File: config.mk
export PLATFORM = sky130hd
export DESIGN_NAME = latch_scan_bank
export DESIGN_NICKNAME = d
export VERILOG_FILES = /design/src/rtl/latch_scan_pkg.sv /design/src/rtl/latch_cell.sv /design/src/rtl/latch_scan_bank.sv
export SDC_FILE = /design/constraint.sdc
export NUM_CORES = 1
export LEC_CHECK = 0
export ABC_AREA = 1
export CORE_MARGIN = 1
export CORE_UTILIZATION = 46
export CTS_BUF_LIST = sky130_fd_sc_hd__clkbuf_4
export DETAILED_ROUTE_END_ITERATION = 7
export GPL_TIMING_DRIVEN = 0
export PLACE_DENSITY = 0.77
export SYNTH_ARGS = -nofsm -noshare
export SYNTH_HDL_FRONTEND = slang
export SYNTH_SLANG_ARGS = --single-unit
File: constraint.sdc
create_clock -name clk -period 1.7 [get_ports clk]
set_input_delay 0.34 -clock clk [delete_from_list [all_inputs] [get_ports clk]]
set_output_delay 0.34 -clock clk [all_outputs]
set_load 0.02 [all_outputs]
File: src/rtl/latch_scan_pkg.sv
// rtl/latch_scan_pkg.sv - shared types and helpers for the latch bank and digit scanner
package latch_scan_pkg;

  typedef enum logic {
    BLANK = 1'b0,
    SHOW  = 1'b1
  } scan_state_e;

  // clog2 that never returns 0, so single-value ranges still get a 1-bit field
  function automatic int safe_clog2(input int n);
    return (n <= 2) ? 1 : $clog2(n);
  endfunction

endpackage

File: src/rtl/latch_cell.sv
// rtl/latch_cell.sv - one clocked data latch channel with complementary outputs
module latch_cell #(
  parameter int WIDTH = 4
) (
  input  logic             clk,
  input  logic             rst,
  input  logic             cap,
  input  logic [WIDTH-1:0] d,
  output logic [WIDTH-1:0] q,
  output logic [WIDTH-1:0] nq
);

  logic [WIDTH-1:0] q_q;
  logic [WIDTH-1:0] nq_q;

  // nq is a register of its own so it never shows a decode glitch against q
  always_ff @(posedge clk) begin
    if (rst) begin
      q_q  <= '0;
      nq_q <= '1;
    end else if (cap) begin
      q_q  <= d;
      nq_q <= ~d;
    end
  end

  assign q  = q_q;
  assign nq = nq_q;

endmodule

File: src/rtl/latch_scan_bank.sv
// rtl/latch_scan_bank.sv - latched channel bank with multiplexed 7-segment digit scanner
module latch_scan_bank
  import latch_scan_pkg::*;
#(
  parameter int  WIDTH        = 4,
  parameter int  CHANNELS     = 4,
  parameter int  SCAN_DIV     = 1000,
  parameter int  BLANK_CYCLES = 2,
  localparam int SEL_W        = safe_clog2(CHANNELS)
) (
  input  logic                      clk,
  input  logic                      rst,
  input  logic                      ena,
  input  logic                      nena,
  input  logic                      freeze,
  input  logic [SEL_W-1:0]          wr_sel,
  input  logic [WIDTH-1:0]          d,
  output logic [WIDTH*CHANNELS-1:0] q,
  output logic [WIDTH*CHANNELS-1:0] nq,
  output logic [WIDTH-1:0]          scan_data,
  output logic [CHANNELS-1:0]       scan_sel,
  output logic                      scan_blank,
  output logic                      frame_tick
);

  localparam int CNT_W = safe_clog2(SCAN_DIV);

  generate
    if (SCAN_DIV <= BLANK_CYCLES || CHANNELS < 2) begin : g_bad_params
      $error("latch_scan_bank: requires SCAN_DIV > BLANK_CYCLES and CHANNELS >= 2");
    end
  endgenerate

  logic             cap_en;
  logic [WIDTH-1:0] q_arr [CHANNELS];

  assign cap_en = ena & ~nena & ~freeze;

  // an out-of-range wr_sel matches no cell, so it is dropped without extra logic
  for (genvar i = 0; i < CHANNELS; i++) begin : g_cell
    latch_cell #(.WIDTH(WIDTH)) u_cell (
      .clk (clk),
      .rst (rst),
      .cap (cap_en && (wr_sel == SEL_W'(i))),
      .d   (d),
      .q   (q_arr[i]),
      .nq  (nq[i*WIDTH +: WIDTH])
    );
    assign q[i*WIDTH +: WIDTH] = q_arr[i];
  end

  scan_state_e         state_q, state_d;
  logic [CNT_W-1:0]    cnt_q, cnt_d;
  logic [SEL_W-1:0]    idx_q, idx_d;
  logic [WIDTH-1:0]    scan_data_q, scan_data_d;
  logic [CHANNELS-1:0] scan_sel_q, scan_sel_d;
  logic                scan_blank_q, scan_blank_d;
  logic                frame_tick_q, frame_tick_d;

  always_comb begin
    cnt_d   = cnt_q + CNT_W'(1);
    idx_d   = idx_q;
    state_d = state_q;
    if (cnt_q == CNT_W'(SCAN_DIV - 1)) begin
      cnt_d   = '0;
      idx_d   = (idx_q == SEL_W'(CHANNELS - 1)) ? '0 : idx_q + SEL_W'(1);
      state_d = (BLANK_CYCLES == 0) ? SHOW : BLANK;
    end else if (state_q == BLANK && (int'(cnt_q) + 1 >= BLANK_CYCLES)) begin
      state_d = SHOW;
    end

    // outputs are derived from next state so they line up with the state registers
    scan_sel_d   = '0;
    scan_blank_d = 1'b1;
    scan_data_d  = scan_data_q;
    if (state_d == SHOW) begin
      scan_sel_d   = CHANNELS'(1) << idx_d;
      scan_blank_d = 1'b0;
      scan_data_d  = q_arr[idx_d];
    end
    frame_tick_d = (cnt_d == CNT_W'(SCAN_DIV - 1)) && (idx_d == SEL_W'(CHANNELS - 1));
  end

  always_ff @(posedge clk) begin
    if (rst) begin
      state_q      <= BLANK;
      cnt_q        <= '0;
      idx_q        <= '0;
      scan_data_q  <= '0;
      scan_sel_q   <= '0;
      scan_blank_q <= 1'b1;
      frame_tick_q <= 1'b0;
    end else begin
      state_q      <= state_d;
      cnt_q        <= cnt_d;
      idx_q        <= idx_d;
      scan_data_q  <= scan_data_d;
      scan_sel_q   <= scan_sel_d;
      scan_blank_q <= scan_blank_d;
      frame_tick_q <= frame_tick_d;
    end
  end

  assign scan_data  = scan_data_q;
  assign scan_sel   = scan_sel_q;
  assign scan_blank = scan_blank_q;
  assign frame_tick = frame_tick_q;

endmodule
== Word level (Yosys, flattened, before mapping) ==
Cells that the tools add are included.

* Flip-flop bits (word level): 55
* Bits in latches: 0
* Bits in writable memories: 0
* Bits in read-only memories: 0
* Bits of input ports: 11
* Output and inout bits: 42
* Logic and storage cells: 53
* Memories kept: 0

* Add/sub/neg operators: 3
* $mul: 0
* Divide/modulo/power cells: 0
* $lt $le $gt $ge: 2
* Equal/unequal tests: 7
* Shift operators: 1
* Muxes and demuxes: 9
* Bitwise operators: 8
* Reductions and logical operators: 8

{| class="wikitable"
|+ Operators by type and width
! cell !! count
|-
| 10-bit == test (second input constant) || 2
|-
| 10-bit by 1-bit adder with 11-bit output (second input constant) || 1
|-
| 11-bit by 2-bit >= comparator with 1-bit output (second input constant) || 1
|-
| 10-bit by 1-bit adder with 10-bit output (second input constant) || 1
|-
| 10-bit two-way mux || 1
|-
| 4-bit binary-select mux with 2-bit select || 1
|-
| 2-bit == test (second input constant) || 4
|-
| 4-bit two-way mux || 2
|-
| 1-bit logical AND || 6
|-
| 2-bit two-way mux || 2
|-
| 1-bit inverter || 4
|-
| 4-bit inverter || 1
|-
| 1-bit by 2-bit left shift with 4-bit output (first input constant) || 1
|-
| 3-bit >= comparator (second input constant) || 1
|-
| 1-bit two-way mux || 3
|-
| 2-bit inverter with 3-bit output || 1
|-
| 2-bit by 1-bit adder with 2-bit output (second input constant) || 1
|-
| 1-bit bitwise AND || 2
|-
| 2-bit by 1-bit == test with 1-bit output (second input constant) || 1
|-
| 2-bit logical NOT || 1
|-
| 2-bit OR reduction || 1
|}

== Depth between registers and ports, before layout ==
* Depth in word-level cells: 7
* Depth in mapped cells: 12
* Depth with buffers taken out: 12

== Cells and area by module ==
Synthesis repeated with hierarchy kept, for this count alone.

* Cells, all modules: 329
* Area total of the unflattened synthesis: 2478.6 um2

{| class="wikitable"
|+ By module, submodules not included
! module !! instances !! cells each !! area each (um2) !! seq. area each (um2)
|-
| latch_scan_bank || 1 || 181 || 1322.5 || 460.4
|-
| latch_cell || 4 || 37 || 289.0 || 160.2
|}

== Worst setup path before layout ==
OpenSTA, ideal clock, no wires.

* Path type: reg2reg
* From: reg cnt_q[0]
* To: reg scan_data_q[0], in the netlist scan_data[0]
* Setup time: 0.114 ns
* Arrival time: 1.560 ns
* Data required time: 1.586 ns
* Setup slack: 0.027 ns
* Stages on the path, launching flop included: 12
* Buffers on the path: 1
* Clock period less this slack: 1.673 ns
* Cells stage by stage: dfxtp_1 > ha_1 > nand2_2 > nor2_4 > nand4_2 > nand2_2 > buf_6 > nand2_1 > nand3_1 > nand2_1 > nand3_1 > nand2_1

* Cells in the longest elaborated chain, start to end: 6
* Elaborated cells on any way between the ends: 11
* Those cells by class: add/sub: 1; order compare: 1; eq/ne: 1; mux: 6; bitwise: 1; reduce/logical: 1

{| class="wikitable"
|+ RTL lines
! item !! RTL line !! text
|-
| start: declaration || latch_scan_bank.sv:53 || <nowiki>logic [CNT_W-1:0] cnt_q, cnt_d;</nowiki>
|-
| start signal: assignment || latch_scan_bank.sv:95 || <nowiki>cnt_q <= cnt_d;</nowiki>
|-
| parallel branches: the longest is 6 deep, another holds 10-bit by 1-bit adder with 11-bit output || -- ||
|-
| end signal: assignment || latch_scan_bank.sv:97 || <nowiki>scan_data_q <= scan_data_d;</nowiki>
|-
| end: declaration || latch_scan_bank.sv:55 || <nowiki>logic [WIDTH-1:0] scan_data_q, scan_data_d;</nowiki>
|}

Several ways; the timed one is not identified. The select of a mux whose other input is x is not followed.
A chain may end at the register's enable or synchronous reset.

== Worst setup path after layout ==
* From: reg cnt_q[1]
* To: reg scan_sel_q[0], in the netlist scan_sel[0]

* Cells in the longest elaborated chain, start to end: 7
* Elaborated cells on any way between the ends: 10
* Those cells by class: add/sub: 1; order compare: 1; eq/ne: 1; shift: 1; mux: 3; bitwise: 1; reduce/logical: 2

{| class="wikitable"
|+ RTL lines
! item !! RTL line !! text
|-
| 10-bit by 1-bit adder with 11-bit output || latch_scan_bank.sv:68 || <nowiki>end else if (state_q == BLANK && (int'(cnt_q) + 1 >= BLANK_CYCLES)) begin</nowiki>
|-
| 11-bit by 2-bit >= comparator with 1-bit output || latch_scan_bank.sv:68 ||
|-
| 1-bit logical AND || latch_scan_bank.sv:68 ||
|-
| 1-bit two-way mux || latch_scan_bank.sv:68 ||
|-
| 1-bit two-way mux || latch_scan_bank.sv:64 || <nowiki>if (cnt_q == CNT_W'(SCAN_DIV - 1)) begin</nowiki>
|-
| 1-bit inverter (no line) || -- ||
|-
| 2-bit OR reduction (no line) || -- ||
|-
| end signal: assignment || latch_scan_bank.sv:98 || <nowiki>scan_sel_q <= scan_sel_d;</nowiki>
|-
| end: declaration || latch_scan_bank.sv:56 || <nowiki>logic [CHANNELS-1:0] scan_sel_q, scan_sel_d;</nowiki>
|}

Several ways; a longest one is shown, not always the timed one.

==> results_dict.tcl <==
set metrics [dict create \
    status "complete, but fails checks" \
    violations "negative setup slack" \
    postSynthCellCount 308 \
    drt-total-wl_um 5752 \
    hold_class "register to register" \
    setup_viol 7 \
    cts_buffers 5 \
    seq_area_frac_synth 0.4772 \
    rsz0062_at_grt "true" \
    grt_pass1_wl_um 8790 \
    slew_headroom 0.6383 \
    leakage_nw 1.370 \
    io_buffers 52 \
    finalNonFillerCells 442 \
    holdBufCountCts 0 \
    clkLatencyLatePin_ns 0.37 \
    setup_slack_ns -0.02415 \
    grt-ovfl-total 0 \
    report.final.slew_viol_count 0 \
    min_period_ns 1.724 \
    endpoint_kind "register" \
    hpwl_um 4006 \
    grt_pass1_vias 1976 \
    antenna_left 0 \
    cts_htree_levels 2 \
    area_delta_synth_final_pct 38.88 \
    die_area_um2 5303 \
    initial_core_util 0.4821 \
    drc 0 \
    antenna_found_initial 0 \
    dr_total_vias 2225 \
    drt_iter0_drc 136 \
    cts-root-buf "clkbuf_4" \
    layout-drive-gt1-share 0.1440 \
    synth_cell_type_count 26 \
    hold_violations 0 \
    vias_per_cell 5.034 \
    critPathLaunchType "register" \
    diodes 0 \
    clockBufferDepth 2 \
    ys.warnings.count 0 \
    gp_congestion 0.8762 \
    regArea_um2 1109 \
    fin_skew_ns 0.01354 \
    synth_nets 322 \
    arrival_ns 1.99 \
    grt_use_total 0.2193 \
    synth_area_um2 2307 \
    cts_tree "done" \
    setup_tns_ns -0.06881 \
    max_freq_ghz 0.5800 \
    ir_worst_vdd_v 0.0004881 \
    total_power_w 0.002121 \
    num_io_pins 53 \
    std_cell_rows 25 \
    grt_max_degree 17 \
    multi_input_area_um2 1204 \
    required_ns 1.97 \
    syn_area_per_cell_um2 7.491 \
    die_h_um 72.82 \
    cap_viol_max_count 0 \
    drtPass1Iterations 4 \
    post-route-period-util 1.014 \
    coreArea_um2 4786 \
    dp_slack_ns -0.4005 \
    dp_cells 427 \
    die_w_um 72.82 \
    final_nets 389 \
    tightestPinTransition_ns 0.5425 \
    num-fill-cells 408 \
    layout_common_cells "nand2_1, dfxtp_1, inv_1, dlygate4sd2_1, nor2_1" \
    p_per_area_nw_per_um2 662.0 \
    critical_path_class "register to register" \
    cts.sink_count 55 \
    crit_fanout 6 \
    routedWlPerCell_um 13.01 \
    layout_commonest_cell "nand2_1" \
    synth_seq_cells 55 \
    clk_pin_slew_ns 0.14 \
    fin_util 0.6695 \
]
-- cells by family (layout without fill, tap and decap cells) --
group	count (synthesis)	count (layout)	synth area share
AND/OR/NAND/NOR	172	173	0.3487
flip-flops	55	55	0.4772
buffers and inverters	41	107	0.06995
AO/OA/AOI/OAI	36	36	0.08406
adder cells (fa/ha/maj)	3	3	0.01627
XOR/XNOR	1	1	0.003797
-- report_power, final --
part           internal [W]  switching (W)  total [W]
registers           0.00132      0.0000198    0.00134
logic             0.0000950       0.000137   0.000232
clock network      0.000156       0.000397   0.000553
total               0.00157       0.000555    0.00212
-- sequential cells by signal (all words and copies together) (netlist names) --
register,count
scan_data,4
idx_q,2
scan_sel,4
g_cell.u_cell.nq,16
state_q,1
cnt_q,10
scan_blank,1
g_cell.u_cell.q,16
frame_tick,1
-- routing by layer --
layer / up-vias / GRT usage / part of all wire
met3: 14 / 0.05663 / 0.051
met4: 0 / 0.06100 / 0.020
met1: 1009 / 0.2691 / 0.43
li1: 1130 / - / -
met2: 72 / 0.3801 / 0.50
met5: - / 0 / 0
-- worst max-delay path, stage by stage, from the launching register on --
cell     delay (ns)
dfxtp_4        0.41
inv_4          0.05
ha_4           0.25
nor3b_2        0.15
nand2_1        0.07
nor2_1         0.11
nand2_1        0.07
nor2_2         0.16
nand3_4        0.14
nand2_2        0.16
nor3_1         0.06
-- synthesized netlist by cell type --
| cell type | number | area [um2] |
|---|---|---|
| nand3_4 | 1 | 17.52 |
| inv_1 | 34 | 127.6 |
| nor2_4 | 2 | 22.52 |
| o21ai_4 | 1 | 16.27 |
| nor3_1 | 6 | 30.03 |
| nand3_2 | 1 | 10.01 |
| nor4b_1 | 1 | 8.760 |
| ha_1 | 3 | 37.54 |
| xor2_1 | 1 | 8.760 |
| o21bai_1 | 1 | 7.510 |
| nor3_2 | 2 | 20.02 |
| nor2_1 | 23 | 86.33 |
| nor3b_1 | 1 | 7.510 |
| o21ai_0 | 17 | 85.08 |
| nand3_1 | 25 | 125.1 |
| nand4_1 | 4 | 25.02 |
| inv_2 | 2 | 7.510 |
| nand2_4 | 1 | 11.26 |
| a21oi_1 | 17 | 85.08 |
| buf_6 | 1 | 11.26 |
| nand4_2 | 1 | 12.51 |
| nand2_2 | 3 | 18.77 |
| dfxtp_1 | 55 | 1101 |
| clkbuf_1 | 4 | 15.01 |
| nand3b_1 | 8 | 60.06 |
| nand2_1 | 93 | 349.1 |
-- area by class of cell --
class                   count  share of cell area
flip-flops and latches     55              0.3460
clock inverters             2            0.003905
well taps                  67             0.02616
repair buffers             60              0.1882
inverters                  36             0.04373
plain buffers               4            0.004686
multi-input cells         213              0.3756
clock buffers               5             0.01171
-- path summary, 6_finish.rpt --
| path | from | end | slack [ns] | depth (start not counted) |
|---|---|---|---|---|
| setup / recovery | cnt_q[1] | scan_sel[0] | -0.02 | 10 |
| hold / removal | scan_data[3] | scan_data[3] | 0.48 | 2 |
| setup reg to reg | cnt_q[1] | scan_sel[0] | -0.02 | 10 |
| hold reg to reg | scan_data[3] | scan_data[3] | 0.48 | 2 |
-- stage by stage --
| step | hold WS [ns] | area [um2] |
|---|---|---|
| finish | 0.4767 | 3204 |
| global route | 0.5029 | 3204 |
| detailed placement | 0.4644 | 2912 |
| global placement | 0.4577 | 2912 |
| floorplan | 0.4794 | 2307 |
| CTS | 0.4807 | 3063 |
-- repair_timing --
item | CTS | global route
setup buffers | 6 | 2
cloned | 0 | 1
pin swaps | 9 | 16
gates resized for setup | 41 | 33
hold endpoints to repair | 0 | 0
setup endpoints to repair | 31 | 49
(Power assumes the default switching activity.)
